[src/rtl/pacman_pkg.sv]
// Shared types and constants for the Pacman input stage.
// Direction codes, button bit indices and the per-channel debounce state encoding.
package pacman_pkg;

  typedef logic [1:0] dir_t;

  localparam dir_t UP    = 2'd0;
  localparam dir_t RIGHT = 2'd1;
  localparam dir_t LEFT  = 2'd2;
  localparam dir_t DOWN  = 2'd3;

  localparam int BTN_UP    = 0;
  localparam int BTN_LEFT  = 1;
  localparam int BTN_RIGHT = 2;
  localparam int BTN_DOWN  = 3;

  typedef enum logic [1:0] {
    IDLE         = 2'd0,
    PRESS_WAIT   = 2'd1,
    PRESSED      = 2'd2,
    RELEASE_WAIT = 2'd3
  } deb_state_t;

endpackage

[src/rtl/debounce_ch.sv]
// One button channel: two-flop synchronizer, debounce FSM and counter.
// Auto-repeat of the press pulse is built only when BTN_AUTOREPEAT_EN is defined.
module debounce_ch #(
  parameter int DEBOUNCE_CYCLES = 250000,
  parameter int REPEAT_CYCLES   = 6250000
) (
  input  logic CLK,
  input  logic RST_n,
  input  logic pin,
  output logic level,
  output logic press,
  output logic press_set
);
  import pacman_pkg::*;

  localparam int CW = $clog2(DEBOUNCE_CYCLES);
  localparam logic [CW-1:0] CNT_TERM = CW'(DEBOUNCE_CYCLES - 1);
  localparam logic [CW-1:0] CNT_ONE  = CW'(32'd1);
  localparam logic [CW-1:0] CNT_ZERO = CW'(32'd0);

  logic [1:0]    sync_r;
  logic          s_s;
  deb_state_t    state_r, state_s;
  logic [CW-1:0] cnt_r, cnt_s;
  logic          level_r, level_s;
  logic          press_r, press_set_s;

  assign s_s = sync_r[1];

  // Raw pin synchronizer; nothing else samples the pin.
  always_ff @(posedge CLK or negedge RST_n) begin
    if (!RST_n) sync_r <= 2'b00;
    else        sync_r <= {sync_r[0], pin};
  end

`ifdef BTN_AUTOREPEAT_EN
  localparam int RW = (REPEAT_CYCLES > 1) ? $clog2(REPEAT_CYCLES) : 1;
  localparam logic [RW-1:0] REP_TERM = RW'(REPEAT_CYCLES - 1);
  localparam logic [RW-1:0] REP_ONE  = RW'(32'd1);
  localparam logic [RW-1:0] REP_ZERO = RW'(32'd0);
  logic [RW-1:0] rep_r, rep_s;
  logic          rep_fire_s;

  // Repeat counter only runs while the button stays accepted and held.
  always_comb begin
    rep_s      = REP_ZERO;
    rep_fire_s = 1'b0;
    if (state_r == PRESSED && s_s) begin
      if (rep_r == REP_TERM) begin
        rep_s      = REP_ZERO;
        rep_fire_s = 1'b1;
      end else begin
        rep_s = rep_r + REP_ONE;
      end
    end else begin
      rep_s = REP_ZERO;
    end
  end

  // Repeat counter register.
  always_ff @(posedge CLK or negedge RST_n) begin
    if (!RST_n) rep_r <= REP_ZERO;
    else        rep_r <= rep_s;
  end
`endif

  // Debounce next-state logic; counter saturates at CNT_TERM and never wraps.
  always_comb begin
    state_s     = state_r;
    cnt_s       = cnt_r;
    level_s     = level_r;
    press_set_s = 1'b0;
    case (state_r)
      IDLE: begin
        level_s = 1'b0;
        if (s_s) begin
          cnt_s   = CNT_ONE;
          state_s = PRESS_WAIT;
        end else begin
          cnt_s = CNT_ZERO;
        end
      end
      PRESS_WAIT: begin
        if (!s_s) begin
          cnt_s   = CNT_ZERO;
          state_s = IDLE;
        end else if (cnt_r == CNT_TERM) begin
          cnt_s       = CNT_ZERO;
          state_s     = PRESSED;
          level_s     = 1'b1;
          press_set_s = 1'b1;
        end else begin
          cnt_s = cnt_r + CNT_ONE;
        end
      end
      PRESSED: begin
        level_s = 1'b1;
        if (!s_s) begin
          cnt_s   = CNT_ONE;
          state_s = RELEASE_WAIT;
        end else begin
          cnt_s = CNT_ZERO;
`ifdef BTN_AUTOREPEAT_EN
          press_set_s = rep_fire_s;
`endif
        end
      end
      RELEASE_WAIT: begin
        if (s_s) begin
          cnt_s   = CNT_ZERO;
          state_s = PRESSED;
        end else if (cnt_r == CNT_TERM) begin
          cnt_s   = CNT_ZERO;
          state_s = IDLE;
          level_s = 1'b0;
        end else begin
          cnt_s = cnt_r + CNT_ONE;
        end
      end
      default: begin
        cnt_s   = CNT_ZERO;
        state_s = IDLE;
        level_s = 1'b0;
      end
    endcase
  end

  // FSM state, counter and registered outputs.
  always_ff @(posedge CLK or negedge RST_n) begin
    if (!RST_n) begin
      state_r <= IDLE;
      cnt_r   <= CNT_ZERO;
      level_r <= 1'b0;
      press_r <= 1'b0;
    end else begin
      state_r <= state_s;
      cnt_r   <= cnt_s;
      level_r <= level_s;
      press_r <= press_set_s;
    end
  end

  assign level     = level_r;
  assign press     = press_r;
  assign press_set = press_set_s;

endmodule

[src/rtl/btn_conditioner.sv]
// Four-button conditioner: debounced levels, press pulses and the pac_Direction register.
// Define BTN_AUTOREPEAT_EN to enable held-button auto-repeat in every channel.
module btn_conditioner #(
  parameter int         DEBOUNCE_CYCLES = 250000,
  parameter int         REPEAT_CYCLES   = 6250000,
  parameter logic [1:0] UP              = 2'd0,
  parameter logic [1:0] RIGHT           = 2'd1,
  parameter logic [1:0] LEFT            = 2'd2,
  parameter logic [1:0] DOWN            = 2'd3
) (
  input  logic       CLK,
  input  logic       RST_n,
  input  logic       SW_up,
  input  logic       SW_left,
  input  logic       SW_right,
  input  logic       SW_down,
  output logic [3:0] btn_level,
  output logic [3:0] btn_press,
  output logic [1:0] pac_Direction,
  output logic       dir_valid
);
  import pacman_pkg::dir_t;
  import pacman_pkg::BTN_UP;
  import pacman_pkg::BTN_LEFT;
  import pacman_pkg::BTN_RIGHT;
  import pacman_pkg::BTN_DOWN;

  logic [3:0] pins_s;
  logic [3:0] press_set_s;
  dir_t       dir_r, dir_s;
  logic       valid_r, valid_s;

  assign pins_s = {SW_down, SW_right, SW_left, SW_up};

  for (genvar i = 0; i < 4; i++) begin : g_ch
    debounce_ch #(
      .DEBOUNCE_CYCLES(DEBOUNCE_CYCLES),
      .REPEAT_CYCLES  (REPEAT_CYCLES)
    ) u_ch (
      .CLK      (CLK),
      .RST_n    (RST_n),
      .pin      (pins_s[i]),
      .level    (btn_level[i]),
      .press    (btn_press[i]),
      .press_set(press_set_s[i])
    );
  end

  // Uses the pre-register press so the direction changes on the same edge as btn_press.
  always_comb begin
    dir_s   = dir_r;
    valid_s = valid_r | (|press_set_s);
    if (press_set_s[BTN_UP])         dir_s = UP;
    else if (press_set_s[BTN_LEFT])  dir_s = LEFT;
    else if (press_set_s[BTN_RIGHT]) dir_s = RIGHT;
    else if (press_set_s[BTN_DOWN])  dir_s = DOWN;
    else                             dir_s = dir_r;
  end

  // Direction and valid registers.
  always_ff @(posedge CLK or negedge RST_n) begin
    if (!RST_n) begin
      dir_r   <= RIGHT;
      valid_r <= 1'b0;
    end else begin
      dir_r   <= dir_s;
      valid_r <= valid_s;
    end
  end

  assign pac_Direction = dir_r;
  assign dir_valid     = valid_r;

endmodule

[config.mk]
export PLATFORM = sky130hd
export DESIGN_NAME = btn_conditioner
export DESIGN_NICKNAME = d
export VERILOG_FILES = /design/src/rtl/pacman_pkg.sv /design/src/rtl/debounce_ch.sv /design/src/rtl/btn_conditioner.sv
export SDC_FILE = /design/constraint.sdc
export NUM_CORES = 1
export LEC_CHECK = 0
export ABC_AREA = 1
export CELL_PAD_IN_SITES_DETAIL_PLACEMENT = 1
export CELL_PAD_IN_SITES_GLOBAL_PLACEMENT = 2
export CORE_UTILIZATION = 40
export DETAILED_ROUTE_END_ITERATION = 10
export HOLD_SLACK_MARGIN = 0.1
export PLACE_DENSITY = 0.84
export SYNTH_ARGS = -nofsm -noshare
export SYNTH_HDL_FRONTEND = slang
export SYNTH_SLANG_ARGS = --single-unit
[constraint.sdc]
create_clock -name CLK -period 4.7 [get_ports CLK]
set_input_delay 0.47 -clock CLK [delete_from_list [all_inputs] [get_ports CLK]]
set_output_delay 0.47 -clock CLK [all_outputs]
set_load 0.01 [all_outputs]
# After elaboration in Yosys (flattened, before gate mapping)
# Cells that the tools add are included.
# totals
ff_bits,99
in_bits,6
out_inout_bits,11
elab_cells,177
# op_classes
addsub,4
eq_ne,48
muxes,88
bitwise,1
n_reduce_logical,14
# op_table
cell,count
case mux 18 bit (4 select lines),4
two-way mux 18 bit,12
"adder 18 x 1 -> 18 bit, second input constant",4
"== test 18 bit, second input constant",4
two-way mux 2 bit,28
two-way mux 1 bit,36
"!= test 2 x 1 -> 1 bit, second input constant",16
case mux 2 bit (4 select lines),4
AND reduction 4 bit,8
"== test 2 bit, second input constant",8
"!= test 2 bit, second input constant",8
case mux 1 bit (4 select lines),4
"!= test 3 x 1 -> 1 bit, second input constant",4
"!= test 3 bit, second input constant",4
"== test 2 x 1 -> 1 bit, second input constant",4
zero test 2 bit,4
nonzero test 4 bit,1
OR reduction 4 bit,1
bitwise OR 1 bit,1

# Longest topological paths before layout
# depth
word_depth,8
mapped_depth,10
mapped_depth_nobuf,10

# Hierarchy
# Synthesis repeated with hierarchy kept, for this count alone.
# unflattened
cells_unflattened,670
area_unflattened_um2,5574.1
# modules_own_cells
module,instances,cells_each,area_each_um2,seq_area_each_um2
debounce_ch (g_ch[1].u_ch ...),2,161,1363.8,600.6
debounce_ch (g_ch[3].u_ch),1,171,1367.6,600.6
debounce_ch (g_ch[0].u_ch),1,161,1336.3,600.6
btn_conditioner,1,16,142.6,76.3

# Worst setup path after synthesis
# No wires, ideal clock.
# synth_path
kind,register to register
startpoint,reg g_ch[2].u_ch.cnt_r[0]
endpoint,reg with a tool-made name
setup_time_ns,0.121
arrival_time_ns,1.373
required_time_ns,4.579
slack_ns,3.206
stages_incl_launch_ff,9
n_path_buf,0
synth_period_minus_slack_ns,1.494
path_cell_list,dfrtp_1 > ha_1 > nand3_2 > inv_1 > nand3_1 > o21ai_4 > nand2_2 > o21bai_1 > nand2_1
# synth_rtl
element,line,rtl
from (decl),debounce_ch.sv:24,"logic [CW-1:0] cnt_r, cnt_s;"
from (signal assigned),debounce_ch.sv:137,cnt_r <= cnt_s;

# Worst setup path in the final report
# layout_path
startpoint,reg dir_r[0] (netlist: pac_Direction[0])
endpoint,out pac_Direction[0]
# layout_rtl
element,line,rtl
from (decl),btn_conditioner.sv:30,"dir_t dir_r, dir_s;"
from (signal assigned),btn_conditioner.sv:66,dir_r <= dir_s;
to (decl),btn_conditioner.sv:19,"output logic [1:0] pac_Direction,"
# No word-level cell between the ends.

==> flow_summary.yaml <==
logic_synthesis:
  post_syn_area_per_cell_um2: 7.795
  yosysWarningCount: 0
  syn_nets: 742
  synthCells: 712
  sequential_cell_area_fraction_in_the_yosys_report_pct: 44.66
  synth_largest_area_cell: "dfrtp_1"
  synth.cells.most_frequent: "nand2_1 (155), nor2_1 (111), dfrtp_1 (98), inv_1 (89), nand3_1 (54)"
  main_area_contributors_after_synthesis: "dfrtp_1 (44%), nand2_1 (10%), nor2_1 (7.5%), inv_1 (6.0%), ha_1 (5.4%)"
  synth.most_common_cell: "nand2_1"
  synth_flop_cell: "dfrtp_1"
  synth.cell_area_um2: 5550
  post_synth_num_cell_types: 34
  synth.ff_latch_count: 99
  synth_async_sr_flop_share_pct: 100.0
  synth-edff-count: 0
  synthDominantCellAreaShare_pct: 44.18
route:
  vias: 4485
  postRouteWirelength_um: 13110
  drt-initial-drc-count: 195
  detail_route.first_pass.iterations: 4
  route.detailed.drc: 0
  avgViaCountPerCell: 4.939
  detail_route.wl_per_cell_um: 14.43
  ant_nets: 0
run_status:
  run_status: "finished clean"
grt:
  globalRouteTotalUtil_pct: 20.20
  maximum_number_of_pins_on_one_net_before_global_route_repair: 74
  number_of_global_route_vias_before_repair: 4702
  grt_pass1_wl_um: 22760
  antenna_found_initial: 0
  grt_remaining_overflow: 0
cells_and_area:
  layout_cells_sized_above_1_pct: 7.377
  nNetsFinal: 757
  flow.area_growth_from_synthesis_pct: 10.73
  fillerInstances: 1692
  final_util_pct: 45.86
  antenna-diode-count: 0
cts:
  cts.sink_count: 99
  post-cts-setup-buffer-count: 0
  clk_pin_slew_worst_paths_ns: 0.06
  clock_insertion_delay_worst_skew_ns: 0.35
  cts.repair.resized: 0
  tritoncts_clock_tree: "built"
  numCtsBuffers: 9
  clockRootBuffer: "clkbuf_16"
  cts_hold_buf: 0
  htree_num_levels: 3
  ctsLongestPathBuffers: 2
placement:
  post_detail_place_hpwl_um: 9891
  gp_congestion: 0.7688
  port_buffers: 16
critical_path:
  path_max_fanout: 2
  crit_buf_inv: 1
  critical_path.slowest_cell: "dfstp_2"
  arrival_ns: 1.43
  criticalPathCategory: "reg2out"
  cp-end-kind: "output pin"
  critical_path.max_stage_delay_ns: 0.55
  cp_top_family: "flip-flops"
  cp-start-kind: "flop"
  critical_path_cell_sequence: "clkdlybuf4s50_1"
  worst-endpoint-required_ns: 4.23
die:
  std_cell_rows: 42
  die-area_um2: 14350
  floorplan.io_pins: 17
  core_area_um2: 13400
  floorplan.initialDensity_pct: 41.42
  dieHeight_um: 119.8
  fp.dieW_um: 119.8
min_path:
  hold_class: "in2async"
power:
  power_density_nw_per_um2: 413.9
  power.total_mw: 2.544
  ir_drop_mv: 0.3438
  power_leakage_nw: 2.775
timing:
  final_min_period_over_clock_period_pct: 40.42
  max_slew_margin_pct: 36.27
  timing.final.crit_period_ns: 1.900
  rsz0062_at_grt: "no"
  worst_pin_slew_ns: 0.9560
  setup_viol: 0
  finalHoldWorstSlack_ns: 0.2770
  slew_violations: 0
  clock.fmax_ghz: 0.5264
  setup-tns-final_ns: 0
  hold_viol_final: 0
  final.setup_skew_ns: 0.007208
job:
  max_cap_viol_count: 0
cells in the final DEF (no fill, tap or decap), drive strengths merged, types with 12 or more instances in the layout:
| master | synthesis | layout |
|---|---|---|
| nor3 | 35 | 35 |
| nand3 | 59 | 59 |
| nor2 | 121 | 121 |
| inv | 97 | 99 |
| clkbuf | 0 | 12 |
| xor2 | 14 | 14 |
| ha | 24 | 24 |
| clkdlybuf4s50 | 0 | 15 |
| o21ai | 22 | 22 |
| a21oi | 30 | 30 |
| nand4 | 21 | 21 |
| dfrtp | 98 | 98 |
| nand2 | 159 | 159 |
layer usage:
metal | track usage [%] | part of all wire (%) | vias to the layer above
met1 | 26.58 | 50 | 2149
met3 | 4.610 | 2.2 | 10
met2 | 33.35 | 47 | 27
met5 | 0 | 0 | -
li1 | - | - | 2299
met4 | 5.469 | 1.1 | 0
worst paths after layout:
path	start	to	slack [ns]	cells after the start
worst max-delay path	pac_Direction[0]$_DFFE_PN1P_	pac_Direction[0]	2.80	1
worst max register to register	g_ch[3].u_ch.state_r[0]$_DFFE_PN0P_	flop	2.90	8
worst min register to register	g_ch[0].u_ch.sync_r[0]$_DFF_PN0_	g_ch[0].u_ch.sync_r[1]$_DFF_PN0_	0.35	0
worst min-delay path	RST_n	g_ch[2].u_ch.cnt_r[11]$_DFF_PN0_	0.28	1
min in group CLK	g_ch[0].u_ch.sync_r[0]$_DFF_PN0_	g_ch[0].u_ch.sync_r[1]$_DFF_PN0_	0.35	0
max in group asynchronous	RST_n	pac_Direction[0]$_DFFE_PN1P_	3.46	2
power breakdown:
group	switching, mW	internal (mW)	leakage, nW
clock	0.330	0.433	0.148
combinational	0.490	0.262	1.30
sequential	0.0902	0.939	1.33
per-stage QoR:
step           worst slack, ns  instances  instance area [um^2]
2_1_floorplan            3.206        712                  5550
3_3_place_gp             2.958        892                  5843
3_5_place_dp             2.882        892                  5843
4_1_cts                  2.772        908                  6146
5_1_grt                  2.723        908                  6146
6_report                 2.800        908                  6146
state kept, by name, indices dropped and copies added (netlist names), named ones only:
| signal | count |
|---|---|
| g_ch.u_ch.sync_r | 8 |
| dir_valid | 1 |
| g_ch.u_ch.state_r | 4 |
| g_ch.u_ch.press | 4 |
| g_ch.u_ch.level | 4 |
| g_ch.u_ch.cnt_r | 72 |
| pac_Direction | 2 |
final cells by class:
type	count	area, um^2	area share [%]
multi-input cells	503	2615	42.55
flip-flops and latches	99	2479	40.33
inverters	97	364.1	5.924
clock buffers	12	246.5	4.011
well taps	176	220.2	3.583
repair buffers	17	165.2	2.687
clock inverters	4	56.30	0.9161
cells by family after synthesis:
group / after synthesis / share of synthesized area, %
fa+ha+maj: 24 / 5.410
compound gates: 64 / 6.650
buf+inv: 110 / 8.228
xor+xnor: 16 / 2.525
flops: 99 / 44.66
simple gates: 397 / 32.15
mux: 2 / 0.3832
No activity file was read; power rests on OpenSTA's default activity.
